`src/rtl/mem_arbiter.sv`:
```
// mem_arbiter: shares the processor-memory port between ICache and DCache
// controllers, routes accept responses and owner-tracked returning tags.
//
// Ports:
//   clock, reset            clock; asynchronous active-low reset
//   Ictrl2mem_command/addr  ICache request (BUS_NONE or BUS_LOAD)
//   Dctrl2mem_command/addr  DCache request (BUS_NONE, BUS_LOAD, BUS_STORE)
//   Dctrl2mem_data          DCache store data
//   rob_low                 ROB nearly empty: ICache preferred on conflict
//   mem2proc_response       memory accept tag (0 = refused)
//   mem2proc_tag            tag of returning data (0 = none)
//   proc2mem_command/addr/data  granted request on the memory bus
//   reject_I_req/D_req      requester active but not granted
//   Imem2Ictrl_*/Dmem2Dctrl_*   per-side response and routed tag
//   outstanding_count       number of valid tag-table entries
//   tag_error               sticky: nonzero tag returned with no owner

`ifndef XLEN
`define XLEN 32
`endif

package mem_arbiter_pkg;
    typedef enum logic [1:0] {
        BUS_NONE  = 2'h0,
        BUS_LOAD  = 2'h1,
        BUS_STORE = 2'h2
    } BUS_COMMAND;
endpackage

module mem_arbiter
    import mem_arbiter_pkg::*;
#(
    parameter int unsigned STARVE_LIMIT = 8
) (
    input  logic              clock,
    input  logic              reset,
    input  BUS_COMMAND        Ictrl2mem_command,
    input  logic [`XLEN-1:0]  Ictrl2mem_addr,
    input  BUS_COMMAND        Dctrl2mem_command,
    input  logic [`XLEN-1:0]  Dctrl2mem_addr,
    input  logic [63:0]       Dctrl2mem_data,
    input  logic              rob_low,
    input  logic [3:0]        mem2proc_response,
    input  logic [3:0]        mem2proc_tag,
    output BUS_COMMAND        proc2mem_command,
    output logic [`XLEN-1:0]  proc2mem_addr,
    output logic [63:0]       proc2mem_data,
    output logic              reject_I_req,
    output logic              reject_D_req,
    output logic [3:0]        Imem2Ictrl_response,
    output logic [3:0]        Imem2Ictrl_tag,
    output logic [3:0]        Dmem2Dctrl_response,
    output logic [3:0]        Dmem2Dctrl_tag,
    output logic [3:0]        outstanding_count,
    output logic              tag_error
);

    localparam int unsigned SW = $clog2(STARVE_LIMIT + 1);
    localparam logic [SW-1:0] LIMIT = SW'(STARVE_LIMIT);

    // Entry 0 is never used: tag 0 means "none" on both buses.
    logic [15:0]   valid_q, valid_d;
    // Owner bit per entry: 1 = DCache, 0 = ICache.
    logic [15:0]   owner_q, owner_d;
    logic [SW-1:0] starve_q, starve_d;
    logic [3:0]    count_q, count_d;
    logic          err_q, err_d;

    logic act_i, act_d, both;
    logic starved;
    logic gnt_i, gnt_d;
    logic alloc;
    logic ret_hit, orphan;

    // Arbitration and starvation counter
    always_comb begin
        // Gating with reset holds every combinational output at zero
        // while reset is asserted.
        act_i   = reset && (Ictrl2mem_command != BUS_NONE);
        act_d   = reset && (Dctrl2mem_command != BUS_NONE);
        both    = act_i && act_d;
        starved = (starve_q == LIMIT);
        gnt_i   = 1'b0;
        gnt_d   = 1'b0;
        starve_d = '0;
        if (both) begin
            // Preferred side wins unless the other one has starved.
            if (rob_low ^ starved) begin
                gnt_i = 1'b1;
            end else begin
                gnt_d = 1'b1;
            end
            if (!starved) begin
                starve_d = starve_q + 1'b1;
            end
        end else begin
            gnt_i = act_i;
            gnt_d = act_d;
        end
    end

    // Bus drive and response routing
    always_comb begin
        proc2mem_command    = BUS_NONE;
        proc2mem_addr       = '0;
        proc2mem_data       = '0;
        Imem2Ictrl_response = '0;
        Dmem2Dctrl_response = '0;
        if (gnt_i) begin
            proc2mem_command    = Ictrl2mem_command;
            proc2mem_addr       = Ictrl2mem_addr;
            Imem2Ictrl_response = mem2proc_response;
        end else if (gnt_d) begin
            proc2mem_command    = Dctrl2mem_command;
            proc2mem_addr       = Dctrl2mem_addr;
            proc2mem_data       = Dctrl2mem_data;
            Dmem2Dctrl_response = mem2proc_response;
        end
        reject_I_req = act_i && !gnt_i;
        reject_D_req = act_d && !gnt_d;
    end

    // Tag table: retire then allocate, so a same-cycle allocate of the
    // returning tag leaves the entry valid under its new owner.
    always_comb begin
        alloc   = (proc2mem_command == BUS_LOAD) &&
                  (mem2proc_response != 4'd0);
        ret_hit = reset && (mem2proc_tag != 4'd0) && valid_q[mem2proc_tag];
        orphan  = reset && (mem2proc_tag != 4'd0) && !valid_q[mem2proc_tag];

        Imem2Ictrl_tag = '0;
        Dmem2Dctrl_tag = '0;
        if (ret_hit) begin
            if (owner_q[mem2proc_tag]) begin
                Dmem2Dctrl_tag = mem2proc_tag;
            end else begin
                Imem2Ictrl_tag = mem2proc_tag;
            end
        end

        valid_d = valid_q;
        owner_d = owner_q;
        if (ret_hit) begin
            valid_d[mem2proc_tag] = 1'b0;
        end
        if (alloc) begin
            valid_d[mem2proc_response] = 1'b1;
            owner_d[mem2proc_response] = gnt_d;
        end

        err_d = err_q || orphan;

        count_d = '0;
        for (int i = 1; i < 16; i++) begin
            count_d = count_d + {3'b000, valid_d[i]};
        end
    end

    always_ff @(posedge clock or negedge reset) begin
        if (!reset) begin
            valid_q  <= '0;
            owner_q  <= '0;
            starve_q <= '0;
            count_q  <= '0;
            err_q    <= 1'b0;
        end else begin
            valid_q  <= valid_d;
            owner_q  <= owner_d;
            starve_q <= starve_d;
            count_q  <= count_d;
            err_q    <= err_d;
        end
    end

    assign outstanding_count = count_q;
    assign tag_error         = err_q;

endmodule

```
`config.mk`:
```
export PLATFORM = sky130hd
export DESIGN_NAME = mem_arbiter
export DESIGN_NICKNAME = d
export VERILOG_FILES = /design/src/rtl/mem_arbiter.sv
export SDC_FILE = /design/constraint.sdc
export NUM_CORES = 1
export LEC_CHECK = 0
export ABC_AREA = 1
export CORE_AREA = 2 2 103 105
export CTS_BUF_LIST = sky130_fd_sc_hd__clkbuf_2
export CTS_CLUSTER_DIAMETER = 40
export CTS_CLUSTER_SIZE = 30
export DETAILED_ROUTE_END_ITERATION = 10
export DIE_AREA = 0 0 105 107
export GPL_TIMING_DRIVEN = 0
export MAX_ROUTING_LAYER = met4
export PLACE_DENSITY = 0.92
export SYNTH_ARGS = -nofsm -noshare
export SYNTH_HDL_FRONTEND = slang
export SYNTH_SLANG_ARGS = --single-unit
```
`constraint.sdc`:
```
create_clock -name clock -period 8.4 [get_ports clock]
set_input_delay 1.68 -clock clock [delete_from_list [all_inputs] [get_ports clock]]
set_output_delay 1.68 -clock clock [all_outputs]
set_load 0.01 [all_outputs]
```
==> out/metrics.csv <==
stage,metric,value,unit
setup_path,critPathArrivalTime,6700,ps
clock_network,postCtsSetupBuffers,0,
hold_path,min-delay-start,valid_q[0],
synthesis,synth_top_area_share,28.91,%
placement,gp_congestion,0.9344,
sta,slew_violations,0,
placement,hpwl,13420,um
finish,area_delta_synth_final,80.99,%
setup_path,cp-startpoint,mem2proc_tag[0],
power,ir_drop,0.0002147,V
synthesis,yosys.area.top_type,dfrtp_1,
sta,setup_viol,0,
clock_network,cts-buffers-inserted,5,
sta,rsz0062_at_grt,no,
setup_path,worstPathMaxFanout,10,
clock_network,cts-htree-levels,2,
setup_path,crit_required,8770,ps
floorplanning,start_util,35.16,%
setup_path,r2r_setup_slack,3250,ps
synthesis,synth_edf_count,0,
run,drv_cap,0,
drt,wire_per_inst,16.35,um
drt,drt_iter0_drc,395,
clock_network,cts.clk_slew.worst_paths,230,ps
grt,grt_pass1_vias,4574,
grt,busiest_layer,met2,
finish,nets,977,
floorplanning,die_w,105,um
synthesis,yosys.cell_types.count,29,
drt,totalWireLength,15660,um
grt,grt_use_met3,8.571,%
floorplanning,die_area,0.01124,mm2
clock_network,postCtsHoldBufs,0,
synthesis,ys_warn_count,0,
power,p_per_area,186.6,mW/mm2
drt,ant_nets,0,
synthesis,synthArstFlopShare,100.0,%
grt,met1_usage,30.90,%
sta,fmax,157.9,MHz
sta,worst_pin_slew,684.0,ps
setup_path,r2r_cells,22,
drt,vias_per_cell,4.787,
synthesis,seq_area_frac_synth,28.91,%
synthesis,synthTopCellsByArea,"dfrtp_1, nand2_1, inv_1",
clock_network,cts_num_sinks,41,
floorplanning,core,0.01009,mm2
power,p_leak,3.130,nW
drt,drc_errors,0,
floorplanning,ios,264,
floorplanning,rows,37,
clock_network,cts_root_buf,clkbuf_2,
sta,clock-skew-final,28.47,ps
clock_network,cts_resized,0,
synthesis,syn_nets,707,
setup_path,r2r_start,starve_q[0],
power,finalPower,1.199,mW
placement,place_ws,1742,ps
drt,dr.pass1.iters,5,
sta,timing.final.crit_share,75.39,%
finish,fillerInstances,887,
synthesis,synth_cells,550,
synthesis,netlist_area,0.003548,mm2
finish,layout-drive-gt1-share,5.116,%
setup_path,path_class,in2reg,
synthesis,synth_seq_cells,41,
setup_path,cp-start-kind,primary input,
grt,antenna_found_initial,1,
clock_network,clock_path_buffers,2,
synthesis,ys.flop_type,dfrtp_1,
status,status,"finished, final reports clean",
synthesis,synth_most_common_cell,nand2_1,
grt,grt.met2_usage,49.72,%
sta,fin_crit,6333,ps
setup_path,cp-end-kind,flip-flop,
drt,dr_total_vias,4586,
clock_network,insertion_delay,430,ps
sta,finalSetupTns,0,ps
hold_path,holdPathEnd,valid_q[0],
placement,numPortBuffers,262,
floorplanning,die_y,107,um
hold_path,min_path_cells,1,
sta,worst_slack,2067,ps
sta,hold_viol,0,
hold_path,hold_class,reg2reg,
synthesis,synth_commonest_cells,"nand2_1, inv_1, nor2_1, dfrtp_1, a22o_1",
grt,grt_max_degree,36,
sta,slew_headroom,54.23,%
grt,grt-ovfl-total,0,
setup_path,r2r-end,outstanding_count[1],
synthesis,syn_area_per_cell,6.452,um2
grt,grtUsageTotal,28.41,%
grt,grt_pass1_wl,23830,um
clock_network,cts_tree,yes,
==> registers in the layout, summed over array words and instances (netlist names) <==
name	count
owner_q	16
tag_error	1
valid_q	16
outstanding_count	4
starve_q	4
==> layer usage <==
metal	routed length, um	share of wire, %
met1	5830	37
met2	7964	51
met3	1450	9.3
met4	416	2.7
met5	0	0
==> power breakdown <==
part / internal, mW / switching [mW]
clock: 0.0507 / 0.0690
sequential: 0.260 / 0.0237
combinational: 0.388 / 0.408
==> cell type report <==
type | instances | area (um2) | area share (%)
diodes | 1 | 2.502 | 0.03896
plain buffers | 27 | 141.4 | 2.201
clock buffers | 6 | 30.03 | 0.4676
clock inverters | 2 | 33.78 | 0.5260
inverters | 112 | 420.4 | 6.546
multi-input cells | 370 | 1961 | 30.53
flip-flops and latches | 41 | 1026 | 15.98
well taps | 136 | 170.2 | 2.650
repair buffers | 263 | 2638 | 41.07
==> cell usage in the layout (no fill, tap or decap), types with 6 or more instances in the layout <==
master and instances:
clkbuf_2 6, buf_2 15, inv_1 110, a22o_1 32
nand4_1 15, clkdlybuf4s50_1 261, nor3_1 10, o21ai_0 14
fa_1 10, nand2_1 123, a22oi_1 8, nor2_1 110
clkbuf_1 8, dfrtp_1 41, nand3_1 24
==> worst max-delay path: stages <==
cell and delay [ps]:
clkdlybuf4s50_1 550, buf_4 200, nor2_1 160, a21oi_2 360, nand2_2 210, o21ai_0 240
o21ai_0 210, fa_1 570, inv_1 50, fa_1 480, fa_1 510, inv_1 50
fa_1 450, fa_1 410, inv_1 90, fa_1 410, inv_1 60
==> worst max path at each step <==
stage	end	slack [ps]	cells past startpoint
2_1_floorplan	outstanding_count[1]	2700	19
3_3_place_gp	outstanding_count[1]	330	20
3_5_place_dp	outstanding_count[1]	1740	17
4_1_cts	outstanding_count[1]	2160	17
5_1_grt	outstanding_count[1]	1850	19
6_report	outstanding_count[1]	2070	17
==> metrics by stage <==
stage                     instance area (um2)  hold slack (ps)  cells  util (%)
after floorplan                          3548            429.4    550         -
after global placement                   6341            441.7    948     62.83
after detailed placement                 6356            451.8    949     62.98
after CTS                                6420            497.2    957     63.61
after global routing                     6422            523.8    958     63.64
final                                    6422            499.2    958     63.64
==> kinds of logic (layout without fill, tap and decap cells) <==
kind of cell | Yosys count | after routing | share of synthesized area [%]
XOR/XNOR | 3 | 3 | 0.7406
AND/OR/NAND/NOR | 292 | 292 | 34.45
other | 0 | 1 | 0
flip-flops | 41 | 41 | 28.91
AO/OA/AOI/OAI | 61 | 61 | 13.01
adder cells (fa/ha/maj) | 14 | 14 | 7.052
buffers and inverters | 139 | 410 | 15.83
Power figures use the tool's default switching activity.
